[src/rtl/lvds_rx_word_align.sv]
// ---------------------------------------------------------------------------
// lvds_rx_word_align
//
// Receive-side word aligner behind the lvds_rx deserializer. The incoming
// 8-bit words carry an unknown bit rotation against the transmitter word
// boundary. A bit window slides over the last two words until the training
// pattern repeats LOCK_COUNT times. Once locked, the offset is frozen and
// every word is forwarded correctly framed.
//
// Ports:
//   clk         deserializer output clock, rising-edge logic
//   rst         asynchronous active-high reset
//   rx_data     raw deserialized word
//   rx_valid    rx_data accepted on this rising edge
//   relock      single-cycle request to restart alignment (offset kept)
//   data_out    aligned word
//   data_valid  data_out holds a new aligned word this cycle (LOCKED only)
//   locked      alignment achieved
//   bit_offset  current window offset
//   align_err   sticky: no lock within SLIP_LIMIT slips
//
// state      | meaning
// -----------+-----------------------------------------------------------
// ST_SEARCH  | slip the window one bit per mismatching word, count matches
// ST_LOCKED  | offset frozen, every evaluated word forwarded
// ---------------------------------------------------------------------------
module lvds_rx_word_align #(
    parameter logic [7:0] TRAIN_PATTERN = 8'hF0,
    parameter int         LOCK_COUNT    = 16,
    parameter int         SLIP_LIMIT    = 16
) (
    input  logic       clk,
    input  logic       rst,
    input  logic [7:0] rx_data,
    input  logic       rx_valid,
    input  logic       relock,
    output logic [7:0] data_out,
    output logic       data_valid,
    output logic       locked,
    output logic [2:0] bit_offset,
    output logic       align_err
);

    localparam logic [0:0] ST_SEARCH = 1'b0;
    localparam logic [0:0] ST_LOCKED = 1'b1;

    localparam logic [7:0] LOCK_CNT8  = 8'(LOCK_COUNT);
    localparam logic [7:0] SLIP_LIM8  = 8'(SLIP_LIMIT);

    logic [0:0] state_q,      state_d;
    logic [7:0] prev_q,       prev_d;
    logic [7:0] cur_q,        cur_d;
    logic       v_d1_q,       v_d1_d;
    logic [2:0] offset_q,     offset_d;
    logic [7:0] match_cnt_q,  match_cnt_d;
    logic [7:0] slip_cnt_q,   slip_cnt_d;
    logic [7:0] data_out_q,   data_out_d;
    logic       data_valid_q, data_valid_d;
    logic       locked_q,     locked_d;
    logic       align_err_q,  align_err_d;

    logic [15:0] cat_shift;
    logic [7:0]  window;
    logic [7:0]  match_inc;
    logic [7:0]  slip_inc;

    // Window = cat[7+offset : offset], offset 0 selects cur unchanged.
    assign cat_shift = {prev_q, cur_q} >> offset_q;
    assign window    = cat_shift[7:0];
    assign match_inc = match_cnt_q + 8'd1;
    assign slip_inc  = (slip_cnt_q == 8'hFF) ? 8'hFF : slip_cnt_q + 8'd1;

    always_comb begin
        state_d      = state_q;
        prev_d       = prev_q;
        cur_d        = cur_q;
        v_d1_d       = rx_valid;
        offset_d     = offset_q;
        match_cnt_d  = match_cnt_q;
        slip_cnt_d   = slip_cnt_q;
        data_out_d   = data_out_q;
        data_valid_d = 1'b0;
        locked_d     = locked_q;
        align_err_d  = align_err_q;

        // History shifts on every accepted word, relock or not.
        if (rx_valid) begin
            prev_d = cur_q;
            cur_d  = rx_data;
        end

        if (v_d1_q) begin
            data_out_d = window;
        end

        if (relock) begin
            // Any evaluation on this edge is dropped; offset deliberately kept.
            state_d     = ST_SEARCH;
            locked_d    = 1'b0;
            match_cnt_d = 8'd0;
            slip_cnt_d  = 8'd0;
            align_err_d = 1'b0;
        end else if (v_d1_q) begin
            case (state_q)
                ST_LOCKED: begin
                    data_valid_d = 1'b1;
                end
                default: begin
                    if (window == TRAIN_PATTERN) begin
                        if (match_inc == LOCK_CNT8) begin
                            state_d     = ST_LOCKED;
                            locked_d    = 1'b1;
                            match_cnt_d = 8'd0;
                        end else begin
                            match_cnt_d = match_inc;
                        end
                    end else begin
                        match_cnt_d = 8'd0;
                        offset_d    = offset_q + 3'd1;
                        slip_cnt_d  = slip_inc;
                        if (slip_inc >= SLIP_LIM8) begin
                            align_err_d = 1'b1;
                        end
                    end
                end
            endcase
        end
    end

    always_ff @(posedge clk or posedge rst) begin
        if (rst) begin
            state_q      <= ST_SEARCH;
            prev_q       <= 8'd0;
            cur_q        <= 8'd0;
            v_d1_q       <= 1'b0;
            offset_q     <= 3'd0;
            match_cnt_q  <= 8'd0;
            slip_cnt_q   <= 8'd0;
            data_out_q   <= 8'd0;
            data_valid_q <= 1'b0;
            locked_q     <= 1'b0;
            align_err_q  <= 1'b0;
        end else begin
            state_q      <= state_d;
            prev_q       <= prev_d;
            cur_q        <= cur_d;
            v_d1_q       <= v_d1_d;
            offset_q     <= offset_d;
            match_cnt_q  <= match_cnt_d;
            slip_cnt_q   <= slip_cnt_d;
            data_out_q   <= data_out_d;
            data_valid_q <= data_valid_d;
            locked_q     <= locked_d;
            align_err_q  <= align_err_d;
        end
    end

    assign data_out   = data_out_q;
    assign data_valid = data_valid_q;
    assign locked     = locked_q;
    assign bit_offset = offset_q;
    assign align_err  = align_err_q;

endmodule

[config.mk]
export PLATFORM = sky130hd
export DESIGN_NAME = lvds_rx_word_align
export DESIGN_NICKNAME = d
export VERILOG_FILES = /design/src/rtl/lvds_rx_word_align.sv
export SDC_FILE = /design/constraint.sdc
export NUM_CORES = 1
export LEC_CHECK = 0
export CAP_MARGIN = 20
export CORE_MARGIN = 2
export CORE_UTILIZATION = 62
export DETAILED_ROUTE_END_ITERATION = 16
export PLACE_DENSITY = 0.85
export SYNTH_ARGS = -nofsm -noshare
export SYNTH_HDL_FRONTEND = slang
export SYNTH_SLANG_ARGS = --single-unit
export TNS_END_PERCENT = 20
[constraint.sdc]
create_clock -name clk -period 4.07 [get_ports clk]
set_clock_uncertainty 0.2 [all_clocks]
set_input_delay 0.814 -clock clk [delete_from_list [all_inputs] [get_ports clk]]
set_output_delay 0.814 -clock clk [all_outputs]
set_load 0.02 [all_outputs]
==> results.cfg <==
[synth]
synth_area_um2 = 2770
synth_area_leaders = dfrtp_1, mux2_2, nand2_1, mux4_2, mux2i_1
synthAdderAreaFrac_pct = 1.36
yosys.area_share.simple_pct = 20.7
synth_top_family_by_area = simple AND/OR/NAND/NOR gates
ys_warn_count = 0
synthXorXnorAreaFrac_pct = 1.26
yosysTopAreaCellShare_pct = 42.5
synth-seq-area-share_pct = 42.5
synth_flop_cell = dfrtp_1
netlist_instances = 275
synthMuxAreaShare_pct = 16.2
synth.avg_cell_area_um2 = 10.1
yosys.area.top_type = dfrtp_1
ys_types = 45
synth_async_sr_flop_share_pct = 100
yosys_register_bits = 47
syn_nets = 290
synth_edf_count = 0
synth_compound_area_share_pct = 13.4

[worst_setup_path]
critical_path_class = reg -> reg
worst_setup_path_start_kind = flop
required_ps = 4070
worstSetupEndpointType = flop
crit_fanout = 18
crit_arrival_ps = 3360

[placement]
dpl_cell_area_um2 = 3010
port-buffer-count = 25
place_inst = 338
hpwlAfterDp_um = 4010
globalplace.congestion = 0.974
pre_cts_slack_ps = 768

[timing]
max_freq_mhz = 297
period_needed_ps = 3360
maxSlewHeadroom_pct = 32.0
tightestPinTransition_ps = 995
fin_ws_ps = 706
setup_tns_ps = 0
slew_violations = 0
period_share_pct = 82.7
grt_setup_unrepaired = false
setup_violations = 0
hold_violations = 0

[cts]
h-tree-depth = 2
clkTransAtPathRegs_ps = 80
cts_buffer_depth = 2
cts_tree = built
ctsResizeCount = 0
cts_root_buf = clkbuf_8
cts.sinks = 47
cts_setup_buffers = 0
cts_made_buffers = 5
insertion_delay_ps = 300
holdBufCountCts = 0

[final_layout]
register_area_um2 = 1180
drive_gt1_share_pct = 14.9
stdcell_count = 347
multi_input_area_um2 = 1470
final_area_um2 = 3130
finish.net_count = 309
final_cell_mix = dfrtp_1, nand2_1, clkdlybuf4s50_1
antenna_cells = 0
layout_commonest_cell = dfrtp_1
area_growth_pct = 13.1
fillCellCount = 347

[flow_run]
maxCapViolations = 0

[global_route]
grt_max_degree = 48
grt-ovfl-total = 0
grt_pass1_wl_um = 10100
track_usage_pct = 25.3
first_global_vias = 2111
antenna_found_initial = 0

[floorplan]
ioPinCount = 26
rows = 24
die_h_um = 70.8
start_util_pct = 64.1
die_x_um = 70.8
fp.coreArea_um2 = 4320
dieArea_um2 = 5020

[route]
totalWireLength_um = 5850
dr_total_vias = 2202
drcViolationCount = 0
dr.pass1.iters = 4
ant_nets = 0
wire_per_inst_um = 16.9
vias_per_cell = 6.35
drtIter0Drc = 177

[power_and_ir_drop]
power.density_nw_per_um2 = 540
p_sw_uw = 635
peakVddDrop_mv = 0.267
seqPwrFrac_pct = 38.7
p_leak_uw = 0.00128
p_sw_share_pct = 37.5
clkPwrFrac_pct = 18.0
pwr-share-comb_pct = 43.3
p_int_uw = 1060

[run_status]
outcome = finished, final reports clean

[min_path]
hold_class = reg -> reg
==> final timing paths <==
path / startpoint / end / slack (ps) / cells after the start
worst min-delay path: locked$_DFFE_PP0P_ / locked$_DFFE_PP0P_ / 300 / 2
worst max-delay path: bit_offset[1]$_DFFE_PP0P_ / slip_cnt_q[5]$_DFFE_PP0P_ / 710 / 7
worst max register to register: bit_offset[1]$_DFFE_PP0P_ / slip_cnt_q[5]$_DFFE_PP0P_ / 710 / 7
max in group asynchronous: rst / prev_q[6]$_DFFE_PP0P_ / 2720 / 3
min in group asynchronous: rst / slip_cnt_q[7]$_DFFE_PP0P_ / 510 / 2
worst min register to register: locked$_DFFE_PP0P_ / locked$_DFFE_PP0P_ / 300 / 2
==> Yosys cell counts (3+ instances only) <==
cell type and number:
inv_1 6, nand4_1 3, mux4_2 5, a21oi_1 13, nor2b_1 3, nand3_1 6
a211oi_1 3, nand4b_1 3, nand2b_1 6, clkbuf_1 9, or4_1 4, nand2_1 31
buf_6 3, nand3b_1 7, and3_1 4, a31oi_1 16, a2111oi_0 5, ha_1 3
or3b_1 4, dfrtp_1 47, nor2_1 19, a311oi_1 4, mux2_2 20, mux2i_1 11
o21ai_0 6, buf_2 3, nor3_1 6
==> power groups by stage <==
stage,clock [uW],sequential [uW],combinational (uW)
floorplan,0,673,508
global placement,0,656,710
detailed placement,0,661,725
CTS,315,654,731
global route,334,669,790
finish,304,654,733
==> sequential cells by signal, summed over array words and instances, names as in the netlist <==
register	count
state_q	1
v_d1_q	1
prev_q	7
locked	1
match_cnt_q	8
bit_offset	3
data_out	8
slip_cnt_q	8
align_err	1
data_valid	1
cur_q	8
==> cell families after synthesis <==
family                     count (synthesis)
buffers and inverters                     25
and+or+nand+nor                          106
xor gates and xnor gates                   4
muxes                                     36
DFF                                       47
AOI/OAI and AO/OA                         54
adders and majority gates                  3
==> worst max-delay path: stages, from the launching register on <==
cell and delay, ps:
dfrtp_1 580, buf_4 310, or3b_1 380, a2111oi_0 430
or4_1 220, o2111a_1 610, nor3_1 220, a311oi_1 320
==> metal layers <==
metal | vias to the layer above | global-route usage (%) | routed length, um
met4 | 0 | 6.29 | 63
met1 | 1071 | 38.1 | 2710
met5 | - | 0 | 0
met2 | 63 | 38.0 | 2800
met3 | 10 | 4.99 | 277
li1 | 1058 | - | -
==> stage by stage <==
| step | total power [uW] | util, % | hold slack [ps] |
|---|---|---|---|
| after CTS | 1700 | 72.0 | 306 |
| after detailed placement | 1390 | 69.7 | 288 |
| final | 1690 | 72.5 | 304 |
| after global routing | 1790 | 72.5 | 332 |
| after floorplan | 1180 | - | 266 |
| after global placement | 1370 | 69.7 | 267 |
==> final cells by class <==
class / count / area share (%)
multi-input combinational: 203 / 46.8
sequential: 47 / 37.5
timing repair buffer: 30 / 9.58
clock buffer: 8 / 3.19
tap: 52 / 2.08
inverter: 7 / 0.838
Note: power is estimated with default switching activity, not from simulation.
